`src/rtl/twinkle_array.sv`:
```
// N-channel LED twinkle engine: rise/hold/fall envelopes with random and manual triggering,
// a cap on concurrently lit channels, and a first-order sigma-delta PWM per channel.
module twinkle_array #(
    parameter int unsigned CHANNELS   = 24,
    parameter int unsigned IW         = 3,
    parameter int unsigned TICK_WIDTH = 20,
    parameter int unsigned HOLD_W     = 4,
    parameter int unsigned MAX_ACTIVE = 4
) (
    input  logic                          clk,
    input  logic                          rst_n,
    input  logic                          enable,
    input  logic [7:0]                    density,
    input  logic [HOLD_W-1:0]             hold_ticks,
    input  logic                          trig_valid,
    input  logic [7:0]                    trig_idx,
    output logic                          tick,
    output logic [$clog2(CHANNELS+1)-1:0] active_count,
    output logic [CHANNELS*IW-1:0]        intensities,
    output logic [CHANNELS-1:0]           leds
);

    localparam int unsigned CW = $clog2(CHANNELS + 1);
    localparam logic [IW-1:0] FS = {IW{1'b1}};

    localparam logic [1:0] S_IDLE = 2'd0;
    localparam logic [1:0] S_RISE = 2'd1;
    localparam logic [1:0] S_HOLD = 2'd2;
    localparam logic [1:0] S_FALL = 2'd3;

    logic [TICK_WIDTH-1:0] div_q, div_d;
    logic                  tick_q, tick_d;
    logic [15:0]           lfsr_q, lfsr_d;
    logic                  pend_vld_q, pend_vld_d;
    logic [7:0]            pend_idx_q, pend_idx_d;
    logic [CW-1:0]         cnt_q, cnt_d;
    logic [1:0]            st_q   [CHANNELS];
    logic [1:0]            st_d   [CHANNELS];
    logic [IW-1:0]         int_q  [CHANNELS];
    logic [IW-1:0]         int_d  [CHANNELS];
    logic [HOLD_W-1:0]     hcnt_q [CHANNELS];
    logic [HOLD_W-1:0]     hcnt_d [CHANNELS];
    logic [IW:0]           acc_q  [CHANNELS];
    logic [IW:0]           acc_d  [CHANNELS];

    logic       man_ok_c;
    logic       rnd_ok_c;
    logic       trig_c;
    logic [7:0] trig_sel_c;

    // Divider, LFSR, pending manual trigger and the single per-tick trigger selection
    always_comb begin
        div_d      = div_q + TICK_WIDTH'(1);
        tick_d     = &div_q;
        lfsr_d     = lfsr_q;
        pend_vld_d = pend_vld_q;
        pend_idx_d = pend_idx_q;
        trig_c     = 1'b0;
        trig_sel_c = 8'd0;

        man_ok_c = trig_valid && (trig_idx < 8'(CHANNELS));
        rnd_ok_c = enable && ({1'b0, lfsr_q[6:0]} < 8'(CHANNELS)) && (lfsr_q[15:8] < density);

        if (man_ok_c) begin
            pend_vld_d = 1'b1;
            pend_idx_d = trig_idx;
        end

        if (tick_q) begin
            lfsr_d     = {lfsr_q[14:0], 1'b0} ^ (lfsr_q[15] ? 16'h002D : 16'h0000);
            pend_vld_d = 1'b0;
            // Manual request beats the random candidate; a same-cycle strobe is the freshest
            if (man_ok_c) begin
                trig_c     = 1'b1;
                trig_sel_c = trig_idx;
            end else if (pend_vld_q) begin
                trig_c     = 1'b1;
                trig_sel_c = pend_idx_q;
            end else if (rnd_ok_c) begin
                trig_c     = 1'b1;
                trig_sel_c = {1'b0, lfsr_q[6:0]};
            end
        end
    end

    // Per-channel envelope FSM, PWM accumulator and next active count
    always_comb begin
        cnt_d = '0;
        for (int c = 0; c < CHANNELS; c++) begin
            st_d[c]   = st_q[c];
            int_d[c]  = int_q[c];
            hcnt_d[c] = hcnt_q[c];
            acc_d[c]  = {1'b0, acc_q[c][IW-1:0]} + {1'b0, int_q[c]};
            if (tick_q) begin
                case (st_q[c])
                    S_IDLE: begin
                        if (trig_c && (trig_sel_c == 8'(c)) && (cnt_q < CW'(MAX_ACTIVE))) begin
                            int_d[c]  = IW'(1);
                            hcnt_d[c] = hold_ticks;
                            st_d[c]   = (FS == IW'(1)) ? S_HOLD : S_RISE;
                        end
                    end
                    S_RISE: begin
                        int_d[c]  = int_q[c] + IW'(1);
                        hcnt_d[c] = hold_ticks;
                        if (int_d[c] == FS) begin
                            st_d[c] = S_HOLD;
                        end
                    end
                    S_HOLD: begin
                        if (hcnt_q[c] == '0) begin
                            st_d[c] = S_FALL;
                        end else begin
                            hcnt_d[c] = hcnt_q[c] - HOLD_W'(1);
                        end
                    end
                    default: begin
                        int_d[c] = int_q[c] - IW'(1);
                        if (int_q[c] == IW'(1)) begin
                            st_d[c] = S_IDLE;
                        end
                    end
                endcase
            end
            if (st_d[c] != S_IDLE) begin
                cnt_d = cnt_d + CW'(1);
            end
        end
    end

    always_ff @(posedge clk or negedge rst_n) begin
        if (!rst_n) begin
            div_q      <= '0;
            tick_q     <= 1'b0;
            lfsr_q     <= 16'hFFFF;
            pend_vld_q <= 1'b0;
            pend_idx_q <= 8'd0;
            cnt_q      <= '0;
            for (int c = 0; c < CHANNELS; c++) begin
                st_q[c]   <= S_IDLE;
                int_q[c]  <= '0;
                hcnt_q[c] <= '0;
                acc_q[c]  <= '0;
            end
        end else begin
            div_q      <= div_d;
            tick_q     <= tick_d;
            lfsr_q     <= lfsr_d;
            pend_vld_q <= pend_vld_d;
            pend_idx_q <= pend_idx_d;
            cnt_q      <= cnt_d;
            for (int c = 0; c < CHANNELS; c++) begin
                st_q[c]   <= st_d[c];
                int_q[c]  <= int_d[c];
                hcnt_q[c] <= hcnt_d[c];
                acc_q[c]  <= acc_d[c];
            end
        end
    end

    always_comb begin
        intensities = '0;
        leds        = '0;
        for (int c = 0; c < CHANNELS; c++) begin
            intensities[c*IW +: IW] = int_q[c];
            leds[c]                 = acc_q[c][IW];
        end
    end

    assign tick         = tick_q;
    assign active_count = cnt_q;

endmodule

```
`config.mk`:
```
export PLATFORM = sky130hd
export DESIGN_NAME = twinkle_array
export DESIGN_NICKNAME = d
export VERILOG_FILES = /design/src/rtl/twinkle_array.sv
export SDC_FILE = /design/constraint.sdc
export NUM_CORES = 1
export LEC_CHECK = 0
export CORE_MARGIN = 2
export CORE_UTILIZATION = 45
export DETAILED_ROUTE_END_ITERATION = 8
export DONT_BUFFER_PORTS = 1
export SYNTH_ARGS = -nofsm -noshare
export SYNTH_HDL_FRONTEND = slang
export SYNTH_SLANG_ARGS = --single-unit
```
`constraint.sdc`:
```
create_clock -name clk -period 13.6 [get_ports clk]
set_clock_uncertainty 0.15 [all_clocks]
set_input_delay 1.36 -clock clk [delete_from_list [all_inputs] [get_ports clk]]
set_output_delay 1.36 -clock clk [all_outputs]
set_load 0.01 [all_outputs]
```
==> run summary <==
Status: completed
Power Density: 81.8 nW/um^2
I/O Buffers: 0
Hold Vio Cnt, Final: 0
Worst endpoint required time: 13910 ps
First-pass GRT wire length: 103000 um
Synth Instances: 2877
Final nets: 3194
Vias: 20600
Antenna fix cells: 0
Commonest non-fill, non-tap cells in the layout: dfrtp_1, o21ai_0, nand2_1, inv_1, nor2_1
Primary FF master, synth: dfrtp_1
Reg clk slew, reported paths: 60 ps
Core area: 56200 sq um
Placer congestion estimate: 0.896
Max FO, Critical Path: 5
Starting DRC count in detailed routing: 1405
Synth top area cells: dfrtp_1, ha_1, o21ai_0
Hold path cells: 1
Remaining global-route overflow: 0
Worst hold slack: 317 ps
Yosys cell types: 100
Max clock buf depth: 3
CTS H-tree depth: 2
Crit path max-delay cell type: xnor3_1
Die height: 242 um
Initial antenna violation count: 1
Final WL: 62400 um
Measured slew at the worst slew-check pin: 1360 ps
Kind of critical path: in -> reg
Root Driver: clkbuf_16
Fin area: 28900 sq um
DP Worst Slack: -663 ps
Total GRT Usage: 0.212
Rows: 87
Critical path's most frequent cell: ha_4
Period utilization: 0.991
Worst hold path type: reg -> reg
Slew Viols, Final: 0
Worst Setup Slack, final: 116 ps
Relative slew slack: 0.0901
Final Power: 2.36 mW
Area leader, netlist: dfrtp_1
Vias in the first global route: 20200
Async S/R FF share, synth: 1.00
CP peak stage delay: 400 ps
Drt wl/cell: 16.8 um
Area growth, synth to finish: 13.4%
LEAKAGE: 13.4 nW
Clock Sinks: 363
# IOs: 126
DRT antenna net count: 0
Synthesis-stage register bit count: 363
RSZ-0062 raised after global routing: true
TritonCTS buffer count: 45
R2R depth: 75
Max-cap violation count: 0
Final Setup Violations: 0
Most common cell after layout, fill and taps aside: dfrtp_1
Post-route minimum period: 13480 ps
Post-synthesis net count: 3148
Fin Setup TNS: 0 ps
Post-DP Area: 26800 sq um
Post-synth EDFFs: 0
Fraction of layout cells with a size suffix above 1: 0.128
Max Fclk: 74.2 MHz
Crit. End Element: flip-flop
Pin count of the biggest net entering global routing: 364
Vias/cell: 5.55
TritonRoute pass-1 iters: 7
Worst skew pair latency: 590 ps
Yosys warnings: 0
Worst setup SP type: input port
DP HPWL: 43700 um
Peak VDD IR: 87.5 uV
Initial Util: 0.453
CP Data Arrival Time: 13790 ps
Die width: 242 um
Drc violations: 0
Seq/Total Area, Yosys: 0.358
CTS tree: yes
Syn Area/Cell: 8.85 sq um
Yosys top cell area share: 0.341
Die area: 58500 sq um
Post-Syn Area: 25500 sq um
## cell families (layout without fill, tap and decap cells)
| group | after synthesis | in the layout | share of synthesized area |
|---|---|---|---|
| buf+inv | 373 | 451 | 0.0592 |
| fa+ha+maj | 247 | 247 | 0.128 |
| xor+xnor | 160 | 160 | 0.0673 |
| flops | 363 | 363 | 0.358 |
| mux | 47 | 47 | 0.0194 |
| compound gates | 799 | 799 | 0.198 |
| simple gates | 888 | 888 | 0.170 |
## layout make-up
type / count / area [sq um]
clock buffer: 70 / 1370
clock inverter: 9 / 76.3
fill: 5218 / 27300
inverter: 252 / 956
multi-input combinational: 2141 / 15500
sequential: 363 / 9110
tap: 756 / 946
timing repair buffer: 120 / 917
## synth_stat cells (8+ instances only)
| master | instances |
|---|---|
| a21boi_0 | 8 |
| a21o_1 | 61 |
| a21oi_1 | 197 |
| a22o_1 | 8 |
| a22oi_1 | 30 |
| a31oi_1 | 31 |
| a41oi_1 | 15 |
| and2_1 | 18 |
| and3_1 | 21 |
| buf_1 | 14 |
| buf_4 | 24 |
| clkbuf_1 | 75 |
| dfrtp_1 | 347 |
| dfstp_2 | 16 |
| fa_1 | 24 |
| ha_1 | 223 |
| inv_1 | 252 |
| mux2_2 | 19 |
| mux2i_1 | 28 |
| nand2_1 | 255 |
| nand2b_1 | 46 |
| nand3_1 | 47 |
| nand3b_1 | 10 |
| nand4_1 | 23 |
| nor2_1 | 243 |
| nor2b_1 | 35 |
| nor3_1 | 74 |
| nor3b_1 | 35 |
| nor4_1 | 17 |
| o211a_1 | 8 |
| o211ai_1 | 14 |
| o21a_1 | 14 |
| o21ai_0 | 260 |
| o21ai_1 | 9 |
| o22a_1 | 11 |
| o22ai_1 | 18 |
| o31ai_1 | 30 |
| or2_2 | 15 |
| or3_1 | 19 |
| xnor2_1 | 93 |
| xor2_1 | 41 |
## worst paths after layout
path	slack [ps]	to	start
min in group asynchronous	340	leds[11]	rst_n
max in group asynchronous	11710	tick	rst_n
max reg2reg	370	active_count[4]	lfsr_q[15]
max	120	active_count[4]	density[7]
min reg2reg	320	acc_q[84]	acc_q[84]
min	320	acc_q[84]	acc_q[84]
## through the flow
| stage | cells | utilization |
|---|---|---|
| final | 3711 | 0.514 |
| after global routing | 3711 | 0.514 |
| after CTS | 3688 | 0.503 |
| after detailed placement | 3606 | 0.477 |
| after global placement | 3606 | 0.477 |
| after floorplan | 2877 | - |
## registers in the layout, summed over array words and instances, names as in the netlist
name / count
pend_idx_q: 8
tick: 1
lfsr_q: 16
acc_q: 72
st_q: 48
hcnt_q: 96
leds: 24
div_q: 20
intensities: 72
pend_vld_q: 1
active_count: 5
## critical path, delay by kind of cell
family	cells	cell delay (ps)
mux	4	990
xor+xnor	7	1510
fa+ha+maj	16	4260
simple gates	21	1840
buf+inv	5	430
compound gates	23	3380
## power breakdown
part / leakage [nW] / switching, mW / internal (mW)
logic: 8.13 / 0.0582 / 0.0416
clock network: 0.710 / 0.481 / 0.692
registers: 4.55 / 0.00338 / 1.08
total: 13.4 / 0.542 / 1.82
## timing repair
item                       in CTS  in global routing
hold buffers                    0                  0
pin swaps                       3                 59
gates resized for setup         3                 76
buffers inserted                3                 24
setup endpoints to repair       2                  4
## per-layer routing
| metal | vias up | GRT usage | share of wire |
|---|---|---|---|
| met5 | - | 0 | 0 |
| met4 | 0 | 0.0563 | 0.023 |
| met3 | 95 | 0.0434 | 0.055 |
| met2 | 395 | 0.350 | 0.47 |
| met1 | 9975 | 0.283 | 0.45 |
| li1 | 10100 | - | - |
Power figures use the tool's default switching activity.
